[config.mk]
export PLATFORM = sky130hd
export DESIGN_NAME = pipe_stage_buf
export DESIGN_NICKNAME = d
export VERILOG_FILES = /design/src/rtl/pipe_pkg.sv /design/src/rtl/pipe_slot.sv /design/src/rtl/pipe_stage_buf.sv
export SDC_FILE = /design/constraint.sdc
export NUM_CORES = 1
export LEC_CHECK = 0
export CAP_MARGIN = 20
export CORE_MARGIN = 3
export CORE_UTILIZATION = 40
export DETAILED_ROUTE_END_ITERATION = 10
export PLACE_DENSITY = 0.77
export SYNTH_ARGS = -nofsm -noshare
export SYNTH_HDL_FRONTEND = slang
export SYNTH_SLANG_ARGS = --single-unit
export TNS_END_PERCENT = 10
[constraint.sdc]
create_clock -name clk -period 4.3 [get_ports clk]
set_clock_uncertainty 0.15 [all_clocks]
set_input_delay 0.43 -clock clk [delete_from_list [all_inputs] [get_ports clk]]
set_output_delay 0.43 -clock clk [all_outputs]
set_load 0.03 [all_outputs]
[src/rtl/pipe_pkg.sv]
// pipe_pkg: shared definitions for the MIPS inter-stage pipeline buffers.
//   - Per-stage CTRL_W / DATA_W constants (IF/ID, ID/EX, EX/MEM, MEM/WB).
//   - EX/MEM control-bit and data-field LSB offsets.
//   - Buffer state encoding and an occupancy helper.
package pipe_pkg;

  // IF/ID carries no control; one spare bit keeps the control width legal.
  localparam int IFID_CTRL_W  = 1;
  localparam int IFID_DATA_W  = 64;   // PC+4 32 + instruction 32
  localparam int IDEX_CTRL_W  = 10;   // WB 2 + M 3 + EX 4 + Jump 1
  localparam int IDEX_DATA_W  = 170;  // PC+4, rs, rt, imm (4x32) + rt/rd (2x5) + jump target 32
  localparam int EXMEM_CTRL_W = 6;    // WB 2 + M 3 + Jump 1
  localparam int EXMEM_DATA_W = 134;  // ADD_Res, ZF, ALU_Res, store data, dest reg, jump target
  localparam int MEMWB_CTRL_W = 2;    // WB 2
  localparam int MEMWB_DATA_W = 69;   // read data 32 + ALU_Res 32 + dest reg 5

  // EX/MEM control bundle bit positions.
  localparam int EXMEM_WB_LSB      = 0;  // WB[1:0] = {MemtoReg, RegWrite}
  localparam int EXMEM_M_BRANCH    = 2;
  localparam int EXMEM_M_MEMREAD   = 3;
  localparam int EXMEM_M_MEMWRITE  = 4;
  localparam int EXMEM_JUMP        = 5;

  // EX/MEM data bundle field LSB positions.
  localparam int EXMEM_ADD_RES_LSB = 0;    // 32 bits
  localparam int EXMEM_ZF_LSB      = 32;   // 1 bit
  localparam int EXMEM_ALU_RES_LSB = 33;   // 32 bits
  localparam int EXMEM_ST_DATA_LSB = 65;   // 32 bits
  localparam int EXMEM_DEST_LSB    = 97;   // 5 bits
  localparam int EXMEM_JTGT_LSB    = 102;  // 32 bits

  typedef enum logic [1:0] {
    EMPTY = 2'd0,
    ONE   = 2'd1,
    TWO   = 2'd2
  } buf_state_t;

  // The encoding equals the number of entries held.
  function automatic logic [1:0] occ_of(input buf_state_t s);
    return 2'(s);
  endfunction

endpackage

[src/rtl/pipe_slot.sv]
// pipe_slot: one storage entry of a pipeline buffer.
//   clk      rising-edge clock
//   rst_n    asynchronous active-low reset, clears ctrl and data
//   load     capture d_ctrl/d_data
//   clr_ctrl zero the control bundle (wins over load); data is left alone
//   d_ctrl / d_data   incoming bundles
//   q_ctrl / q_data   stored bundles
module pipe_slot #(
  parameter int CTRL_W = 6,
  parameter int DATA_W = 134
) (
  input  logic              clk,
  input  logic              rst_n,
  input  logic              load,
  input  logic              clr_ctrl,
  input  logic [CTRL_W-1:0] d_ctrl,
  input  logic [DATA_W-1:0] d_data,
  output logic [CTRL_W-1:0] q_ctrl,
  output logic [DATA_W-1:0] q_data
);

  always_ff @(posedge clk or negedge rst_n) begin
    if (!rst_n) begin
      q_ctrl <= '0;
      q_data <= '0;
    end else begin
      if (clr_ctrl)  q_ctrl <= '0;
      else if (load) q_ctrl <= d_ctrl;
      if (load)      q_data <= d_data;
    end
  end

endmodule

[src/rtl/pipe_stage_buf.sv]
// pipe_stage_buf: parametrised inter-stage pipeline buffer with valid/ready.
//   clk, rst_n            clock, asynchronous active-low reset
//   in_valid/in_ready     upstream handshake
//   in_ctrl/in_data       upstream control and data bundles
//   flush                 synchronous kill of all held beats (highest priority)
//   out_valid/out_ready   downstream handshake
//   out_ctrl/out_data     held bundles; out_ctrl is zero whenever out_valid=0
//   occ                   entries held (0, 1 or 2)
// SKID=1 gives a two-entry buffer with registered in_ready; SKID=0 is a single
// register whose in_ready is combinational from out_ready.
module pipe_stage_buf
  import pipe_pkg::*;
#(
  parameter int CTRL_W = 6,
  parameter int DATA_W = 134,
  parameter int SKID   = 1
) (
  input  logic              clk,
  input  logic              rst_n,
  input  logic              in_valid,
  output logic              in_ready,
  input  logic [CTRL_W-1:0] in_ctrl,
  input  logic [DATA_W-1:0] in_data,
  input  logic              flush,
  output logic              out_valid,
  input  logic              out_ready,
  output logic [CTRL_W-1:0] out_ctrl,
  output logic [DATA_W-1:0] out_data,
  output logic [1:0]        occ
);

  buf_state_t state_reg, state_next;

  logic accept, emit;
  logic load_main, load_skid, main_from_skid;
  logic clr_main;

  logic [CTRL_W-1:0] skid_ctrl;
  logic [DATA_W-1:0] skid_data;

  assign accept = in_valid & in_ready;
  assign emit   = out_valid & out_ready;

  // State register.
  always_ff @(posedge clk or negedge rst_n) begin
    if (!rst_n) state_reg <= EMPTY;
    else        state_reg <= state_next;
  end

  // Next-state and slot load decisions.
  always_comb begin
    state_next     = state_reg;
    load_main      = 1'b0;
    load_skid      = 1'b0;
    main_from_skid = 1'b0;
    if (flush) begin
      // A beat offered during flush is dropped, even if in_ready was high.
      state_next = EMPTY;
    end else begin
      case (state_reg)
        EMPTY: begin
          if (accept) begin
            state_next = ONE;
            load_main  = 1'b1;
          end
        end
        ONE: begin
          if (accept && emit) begin
            load_main = 1'b1;
          end else if (accept && (SKID != 0)) begin
            // Downstream stalled: park the new beat behind the current one.
            state_next = TWO;
            load_skid  = 1'b1;
          end else if (emit) begin
            state_next = EMPTY;
          end
        end
        TWO: begin
          if (emit) begin
            state_next     = ONE;
            load_main      = 1'b1;
            main_from_skid = 1'b1;
          end
        end
        default: state_next = EMPTY;
      endcase
    end
  end

  // Outputs decoded from the registered state.
  always_comb begin
    out_valid = (state_reg != EMPTY);
    occ       = occ_of(state_reg);
    // Zero the main control whenever the slot is about to become a bubble,
    // so out_ctrl is a clean register output with no gating.
    clr_main  = flush | (state_next == EMPTY);
  end

  pipe_slot #(.CTRL_W(CTRL_W), .DATA_W(DATA_W)) u_main (
    .clk      (clk),
    .rst_n    (rst_n),
    .load     (load_main),
    .clr_ctrl (clr_main),
    .d_ctrl   (main_from_skid ? skid_ctrl : in_ctrl),
    .d_data   (main_from_skid ? skid_data : in_data),
    .q_ctrl   (out_ctrl),
    .q_data   (out_data)
  );

  generate
    if (SKID != 0) begin : g_skid
      logic in_ready_reg;

      // in_ready is a flop: low exactly when the buffer will hold two beats.
      always_ff @(posedge clk or negedge rst_n) begin
        if (!rst_n) in_ready_reg <= 1'b1;
        else        in_ready_reg <= (state_next != TWO);
      end
      assign in_ready = in_ready_reg;

      pipe_slot #(.CTRL_W(CTRL_W), .DATA_W(DATA_W)) u_skid (
        .clk      (clk),
        .rst_n    (rst_n),
        .load     (load_skid),
        .clr_ctrl (flush),
        .d_ctrl   (in_ctrl),
        .d_data   (in_data),
        .q_ctrl   (skid_ctrl),
        .q_data   (skid_data)
      );
    end else begin : g_noskid
      assign in_ready  = out_ready | ~out_valid;
      assign skid_ctrl = '0;
      assign skid_data = '0;
    end
  endgenerate

endmodule
# Word-level counts from Yosys, hierarchy flattened
# Index checks and enable logic that the tools add are counted.
dict set report totals {
  ff_bits 283
  in_bits 145
  out_inout_bits 144
  word_cells 41
}
dict set report op_classes {
  n_eq_ne 3
  n_mux 23
  bitwise 3
  n_reduce_logical 6
}
# op n
set ops {}
lappend ops {{$mux 134} 1}
lappend ops {{$mux 6} 5}
lappend ops {{$mux 2} 6}
lappend ops {{$mux 1} 9}
lappend ops {{$pmux 2 s3} 1}
lappend ops {{$reduce_bool 2->1} 3}
lappend ops {{$logic_not 2->1} 2}
lappend ops {{$pmux 1 s3} 1}
lappend ops {{$and 1x1->1} 2}
lappend ops {{$eq 2x1->1 const B} 1}
lappend ops {{$eq 2x2->1 const B} 1}
lappend ops {{$ne 2x2->1 const B} 1}
lappend ops {{$logic_and 1x1->1} 1}
lappend ops {{$or 1x1->1} 1}

# Logic depth before layout (Yosys ltp)
# Gate-level depths: netlist (run 1).
dict set report depth {
  depth_word 10
  mapped_depth 9
  ltp_nobuf 4
}

# By module
# Synthesis (run 1) repeated with hierarchy kept, for this count alone.
dict set report hier_totals {
  hier_cells 782
  area_unflattened_um2 13137.6
}
# module instances cells_each area_each_um2 seq_area_each_um2
set by_module_without_submodules {}
lappend by_module_without_submodules {pipe_slot 2 302 5606.6 3503.4}
lappend by_module_without_submodules {pipe_stage_buf 1 178 1924.3 76.3}

# Worst setup path before layout (run 1)
# Ideal clock, no wire load.
dict set report synth_timing {
  kind {reg-to-reg}
  startpoint {reg g_skid.in_ready_reg (netlist: in_ready)}
  endpoint {reg g_skid.u_skid.q_data[100]}
  setup_ns 0.128
  arrival_ns 1.808
  required_time_ns 4.022
  setup_slack_ns 2.214
  stages_incl_launch_ff 6
  n_path_buf 2
  synth_period_minus_slack_ns 2.086
  path_cell_list {dfstp_2 > nand2_1 > nor4_4 > buf_2 > buf_4 > mux2_1}
}
dict set report synth_between {
  elab_chain_cells 5
  word_cells_on_any_way 6
  cone_classes {4 x mux; 1 x bitwise; 1 x reduce/logical}
}
# item line
set synth_lines {}
lappend synth_lines {{start: declaration} pipe_stage_buf.sv:112} ;# logic in_ready_reg;
lappend synth_lines {{start signal: assignment} pipe_stage_buf.sv:117} ;# else in_ready_reg <= (state_next != TWO);
lappend synth_lines {{$and 1x1->1 *} pipe_stage_buf.sv:41} ;# assign accept = in_valid & in_ready;
lappend synth_lines {{$mux 1 or $logic_and 1x1->1 (tied branches)} {pipe_stage_buf.sv:70, pipe_stage_buf.sv:68}}
lappend synth_lines {{$mux 1 *} pipe_stage_buf.sv:68} ;# if (accept && emit) begin
lappend synth_lines {{$mux 1 *} pipe_stage_buf.sv:60} ;# case (state_reg)
lappend synth_lines {{$mux 1 *} pipe_stage_buf.sv:56} ;# if (flush) begin
lappend synth_lines {{end signal: assignment} pipe_slot.sv:29} ;# if (load) q_data <= d_data;
lappend synth_lines {{end: declaration} pipe_slot.sv:19} ;# output logic [DATA_W-1:0] q_data
# Mark *: on every way between the ends. The rest lies on a longest branch, timed or not.
# A chain may end at the register's enable or synchronous reset.

# Final worst setup path (run 1)
dict set report layout_timing {
  startpoint {reg state_reg[1] (netlist: occ[1])}
  endpoint {out out_valid}
}
dict set report layout_between {
  elab_chain_cells 1
}
# item line
set layout_lines {}
lappend layout_lines {{start: declaration} pipe_stage_buf.sv:32} ;# buf_state_t state_reg, state_next;
lappend layout_lines {{start signal: assignment} pipe_stage_buf.sv:47} ;# else state_reg <= state_next;
lappend layout_lines {{$reduce_bool 2->1} pipe_stage_buf.sv:92} ;# out_valid = (state_reg != EMPTY);
lappend layout_lines {{end: declaration} pipe_stage_buf.sv:25} ;# output logic out_valid,
# Every way passes these cells.

==> results.py, run 1 <==
metrics = {
    "yosys": {
        "syn-num-nets": 1223,
        "ys_seq_area_frac": 0.6056,
        "synth_edf_count": 0,
        "synth_compound_area_frac": 0.08794,
        "synth_adder_area_share": 0,
        "yosysWarningCount": 0,
        "synth_cells": 1078,
        "synthXorXnorAreaFrac": 0.0007489,
        "yosysUniqueCellTypes": 27,
        "synth-seq-cells": 283,
        "muxShareOfSynthArea": 0.1290,
        "ys.flop_type": "dfrtp_1",
        "syn-cell-area_um2": 11690,
        "synth_area_per_cell_um2": 10.85,
        "synth-async-reset-ratio": 1.000,
        "synth-simple-area-share": 0.1368,
        "synth_top_family_by_area": "simple AND/OR/NAND/NOR gates",
    },
    "final_layout": {
        "final-instance-count-excl-fill": 1728,
        "syn_to_final_growth_pct": 34.56,
        "multiInputGateArea_um2": 4173,
        "fillerInstances": 2352,
        "drive_gt1_frac": 0.08370,
        "seq_area_um2": 7083,
        "finalNetCount": 1475,
        "reg_top3": "g_skid.u_skid.q_data x134, u_main.q_data x134",
        "final_core_util": 0.5557,
        "diodes": 0,
    },
    "hold_path": {
        "hp-class": "input port to register",
    },
    "global_routing": {
        "grt_usage": 0.1807,
        "grt_max_degree": 155,
        "grt_pass1_wl_mm": 46.43,
        "antenna_found_initial": 1,
        "grt_pass1_vias": 8875,
        "grt_overflow_total": 0,
    },
    "worst_setup_path": {
        "cp.required_ps": 3720,
        "critPathMaxFanout": 9,
        "crit_type": "register to output pin",
        "arrival_ps": 2020,
        "cp-start-kind": "register",
        "end_kind": "output pin",
    },
    "routing": {
        "viasPerCell": 5.110,
        "drc": 0,
        "wl_per_cell_um": 16.89,
        "vias": 8830,
        "postRouteAntennaNets": 0,
        "drt_pre_antenna_iters": 5,
        "wl_mm": 29.18,
        "first_iter_violations": 634,
    },
    "clocking": {
        "clock_sinks": 283,
        "clock_path_buffers": 3,
        "clkLatencyLatePin_ps": 530,
        "post_cts_resized": 0,
        "post_cts_buffers": 0,
        "cts_tree": "done",
        "cts_made_buffers": 31,
        "path_clk_slew_ps": 60,
        "htreeDepth": 1,
        "clockRootBuffer": "clkbuf_16",
    },
    "power": {
        "irDropWorstVdd_uv": 278.0,
        "power.density_nw_per_um2": 511.0,
        "leakagePower_nw": 6.709,
    },
    "sta": {
        "relSlewSlack": 0.4586,
        "worst_slew_pin_slew_ps": 812.1,
        "fin_setup_tns_ps": 0,
        "setup_violations": 0,
        "fmax_mhz": 384.3,
        "rsz0062_at_grt": "false",
        "timing.final.crit_share": 0.6051,
        "final_max_slew_viol_count": 0,
        "hold_violations": 0,
        "min_period_ps": 2602,
    },
    "floorplanning": {
        "fp.dieH_um": 177.0,
        "fp-row-count": 61,
        "dieArea_um2": 31330,
        "start_util": 0.4130,
        "io_pins": 289,
        "core-area_um2": 28320,
        "dieWidth_um": 177.0,
    },
    "run_status": {
        "status": "complete, no violations",
    },
    "placed_design": {
        "gp_congestion": 0.7626,
        "port_buffers": 288,
        "placed_cells": 1674,
        "post-dp-hpwl_mm": 18.66,
    },
    "job": {
        "cap_violations": 0,
    },
}
## final timing paths
kind,start,end,slack [ps],cells after the start
min reg2reg,g_skid.u_skid.q_data[61],g_skid.u_skid.q_data[61],330,1
max reg2reg,occ[1],u_main.q_data[92],1720,5
max in group asynchronous,rst_n,u_main.q_data[120],2700,3
max,occ[1],out_valid,1700,2
min,in_data[131],u_main.q_data[131],330,3
min in group asynchronous,rst_n,u_main.q_data[102],380,2
## critical path, cell delays in order (launching register included)
cell and delay [ps]:
dfrtp_1 530, or2_2 360, clkdlybuf4s50_1 600
## synthesized netlist by cell type (all sizes together), types with 2 or more instances
library cell	count	area [um2]
dfrtp	282	7057
nand2	269	1010
nor2	138	518.0
a31oi	135	844.6
mux2	134	1509
buf	66	405.4
clkbuf	14	52.55
a21oi	8	40.04
a22o	6	52.55
a22oi	6	45.04
o21ai	6	30.03
inv	2	7.510
## cell usage in the layout (no fill, tap or decap), types with 2 or more instances in the layout
| cell type | instances |
|---|---|
| clkinvlp_4 | 3 |
| clkinv_2 | 4 |
| clkdlybuf4s50_1 | 287 |
| a22oi_1 | 6 |
| a21oi_1 | 8 |
| buf_12 | 7 |
| a22o_1 | 6 |
| nand2_1 | 269 |
| mux2_1 | 83 |
| inv_1 | 2 |
| o21ai_0 | 6 |
| clkbuf_1 | 8 |
| buf_4 | 3 |
| clkbuf_16 | 31 |
| clkbuf_8 | 6 |
| dfrtp_1 | 282 |
| nor2_1 | 138 |
| a31oi_1 | 135 |
| mux2_2 | 51 |
## kinds of logic after synthesis
kind of cell    count (synthesis)
buf+inv                        82
xor+xnor                        1
flops                         283
mux                           134
simple gates                  415
compound gates                163
## per-stage QoR
| step | cell area (um2) | worst slack (ps) | total power [mW] | hold WS [ps] |
|---|---|---|---|---|
| final | 15740 | 1698 | 8.041 | 327.7 |
| after global routing | 15740 | 1504 | 8.449 | 318.6 |
| after CTS | 15740 | 1650 | 8.141 | 297.3 |
| after detailed placement | 14790 | 1370 | 5.664 | 324.6 |
| after global placement | 14790 | 1433 | 5.583 | 316.4 |
| after floorplan | 11700 | 2214 | 4.738 | -15.59 |
## what timing repair did
item	4_1_cts	5_1_grt
hold endpoints to repair	94	0
hold buffers	1	0
endpoints found under the setup margin	0	0
## cell type report
type / count / area share
Clock buffer: 45 / 0.05645
Clock inverter: 8 / 0.003260
Inverter: 2 / 0.0004771
Multi-Input combinational cell: 713 / 0.2652
Sequential cell: 283 / 0.4501
Tap cell: 378 / 0.03005
Timing Repair Buffer: 299 / 0.1945
## power by group
part,internal [mW],total [mW],switching (mW)
combinational,0.929,1.97,1.04
sequential,3.30,3.64,0.332
clock,1.42,2.44,1.02
total,5.65,8.04,2.39
## routing by layer
metal	global-route usage	wire, um	vias to the layer above
met2	0.2934	13760	268
met1	0.2340	12110	4350
met3	0.06456	2698	44
met4	0.04026	599	2
li1	-	-	4166
met5	0	13	-
No activity file was read; power rests on OpenSTA's default activity.
==> run 2, diff against run 1 <==
Settings changed: PLACE_DENSITY 0.77 to 0.8.
Clock period 4.3 ns to 2.3 ns, I/O delays scaled along.
==> results.py, run 2 (same netlist as run 1, synthesis figures left out) <==
metrics = {
    "routing": {
        "drc": 0,
        "wl_mm": 30.30,
        "drt_pre_antenna_iters": 5,
        "viasPerCell": 5.124,
        "first_iter_violations": 629,
        "wl_per_cell_um": 17.17,
        "postRouteAntennaNets": 0,
        "vias": 9038,
    },
    "clocking": {
        "path_clk_slew_ps": 60,
        "cts_tree": "done",
        "clock_sinks": 283,
        "cts_made_buffers": 29,
        "clkLatencyLatePin_ps": 530,
        "clockRootBuffer": "clkbuf_16",
        "clock_path_buffers": 3,
        "htreeDepth": 1,
    },
    "run_status": {
        "status": "complete, no violations",
    },
    "final_layout": {
        "fin_area_um2": 16210,
        "finalNetCount": 1511,
        "drive_gt1_frac": 0.1104,
        "diodes": 0,
        "reg_top3": "g_skid.u_skid.q_data x134, u_main.q_data x134",
        "final_common_cell": "clkdlybuf4s50_1",
        "final_cell_mix": "286 x clkdlybuf4s50_1, 281 x dfrtp_1, 269 x nand2_1",
        "syn_to_final_growth_pct": 38.60,
        "seq_area_um2": 7084,
        "fillerInstances": 2330,
        "multiInputGateArea_um2": 4173,
    },
    "sta": {
        "min_period_ps": 2167,
        "fmax_mhz": 461.5,
        "final_max_slew_viol_count": 0,
        "setup_violations": 0,
        "worst_slew_pin_slew_ps": 655.4,
        "rsz0062_at_grt": "false",
        "relSlewSlack": 0.5631,
        "fin_setup_tns_ps": 0,
        "hold_violations": 0,
        "timing.final.crit_share": 0.9420,
    },
    "global_routing": {
        "grt_max_degree": 79,
        "antenna_found_initial": 1,
        "grt_pass1_vias": 9298,
        "grt_overflow_total": 0,
        "grt_pass1_wl_mm": 48.95,
        "grt_usage": 0.1905,
    },
    "power": {
        "power.density_nw_per_um2": 959.9,
        "irDropWorstVdd_uv": 579.6,
        "leakagePower_nw": 6.985,
    },
    "worst_setup_path": {
        "crit_type": "register to output pin",
        "arrival_ps": 1790,
        "critPathMaxFanout": 2,
        "path_buf_inv": 1,
        "path_delay_family": "buffers and inverters",
        "end_kind": "output pin",
        "cp-start-kind": "register",
        "critPathSlowestCell": "clkdlybuf4s50_1",
        "slowest_delay_ps": 700,
        "cp.required_ps": 1920,
        "crit_path_cell_trace": "clkdlybuf4s50_1",
    },
    "hold_path": {
        "hp-class": "input port to register",
    },
    "job": {
        "cap_violations": 0,
    },
    "placed_design": {
        "post-dp-hpwl_mm": 20.95,
        "gp_congestion": 0.7894,
        "port_buffers": 288,
        "placed_cell_area_um2": 15170,
    },
    "floorplanning": {
        "core-area_um2": 28320,
        "dieArea_um2": 31330,
        "io_pins": 289,
        "start_util": 0.4130,
        "fp-row-count": 61,
        "dieWidth_um": 177.0,
        "fp.dieH_um": 177.0,
    },
}
==> run 2: cell count changes in the layout (fill, tap and decap cells not counted), moves of 3 or more <==
cell       delta
buf_4        +30
buf_12        +8
bufinv_16     +5
clkbuf_1      -3
==> run 2: repair_timing <==
action | in CTS | in global routing
setup endpoints to repair | 2 | 0
buffers inserted | 0 | 0
gates resized for setup | 2 | 0
hold endpoints to repair | 90 | 0
hold buffers | 1 | 0
==> run 2: worst reg2reg max path, stage by stage, from the launching register on <==
cell	delay, ps
dfstp_2	560
nand2_1	130
o41ai_2	360
buf_4	260
buf_12	260
nor2_1	110
a31oi_1	170
==> run 2: stage by stage <==
step | setup slack (ps) | std cells | hold WS (ps) | util | power (mW)
2_1_floorplan | 214.4 | 1078 | -215.6 | - | 8.857
3_3_place_gp | 67.85 | 1712 | 119.6 | 0.5358 | 10.49
3_5_place_dp | 27.01 | 1712 | 131.1 | 0.5358 | 10.67
4_1_cts | 96.65 | 1764 | 106.9 | 0.5724 | 15.73
5_1_grt | 57.70 | 1764 | 119.3 | 0.5724 | 16.33
6_report | 133.4 | 1764 | 141.3 | 0.5724 | 15.56
==> run 2: worst paths after layout <==
check                                           from                        end  slack (ps)  depth (start not counted)
max                                         in_ready                   in_ready         130                          1
min                                     in_data[129]         u_main.q_data[129]         140                          3
max reg2reg                                 in_ready          u_main.q_data[92]         220                          6
min reg2reg                g_skid.u_skid.q_data[129]  g_skid.u_skid.q_data[129]         330                          1
max in group asynchronous                      rst_n          u_main.q_data[43]        1090                          3
min in group asynchronous                      rst_n          u_main.q_data[95]         150                          2
==> run 2: layer usage <==
| layer | vias up | global-route usage | wire [um] |
|---|---|---|---|
| met1 | 4484 | 0.2493 | 12700 |
| met4 | 2 | 0.03797 | 586 |
| met5 | - | 0 | 13 |
| met3 | 38 | 0.05663 | 2466 |
| li1 | 4238 | - | - |
| met2 | 276 | 0.3171 | 14520 |
==> run 2: layout make-up <==
class	instances	share of cell area
Timing Repair Buffer	337	0.2125
Sequential cell	283	0.4371
Tap cell	378	0.02918
Multi-Input combinational cell	713	0.2574
Clock buffer	42	0.05272
Inverter	2	0.0004631
Clock inverter	9	0.01065
==> run 2: where the power goes <==
group / switching, mW / internal (mW) / total, mW
logic: 1.96 / 1.79 / 3.74
clock network: 1.87 / 3.12 / 4.99
registers: 0.651 / 6.18 / 6.83
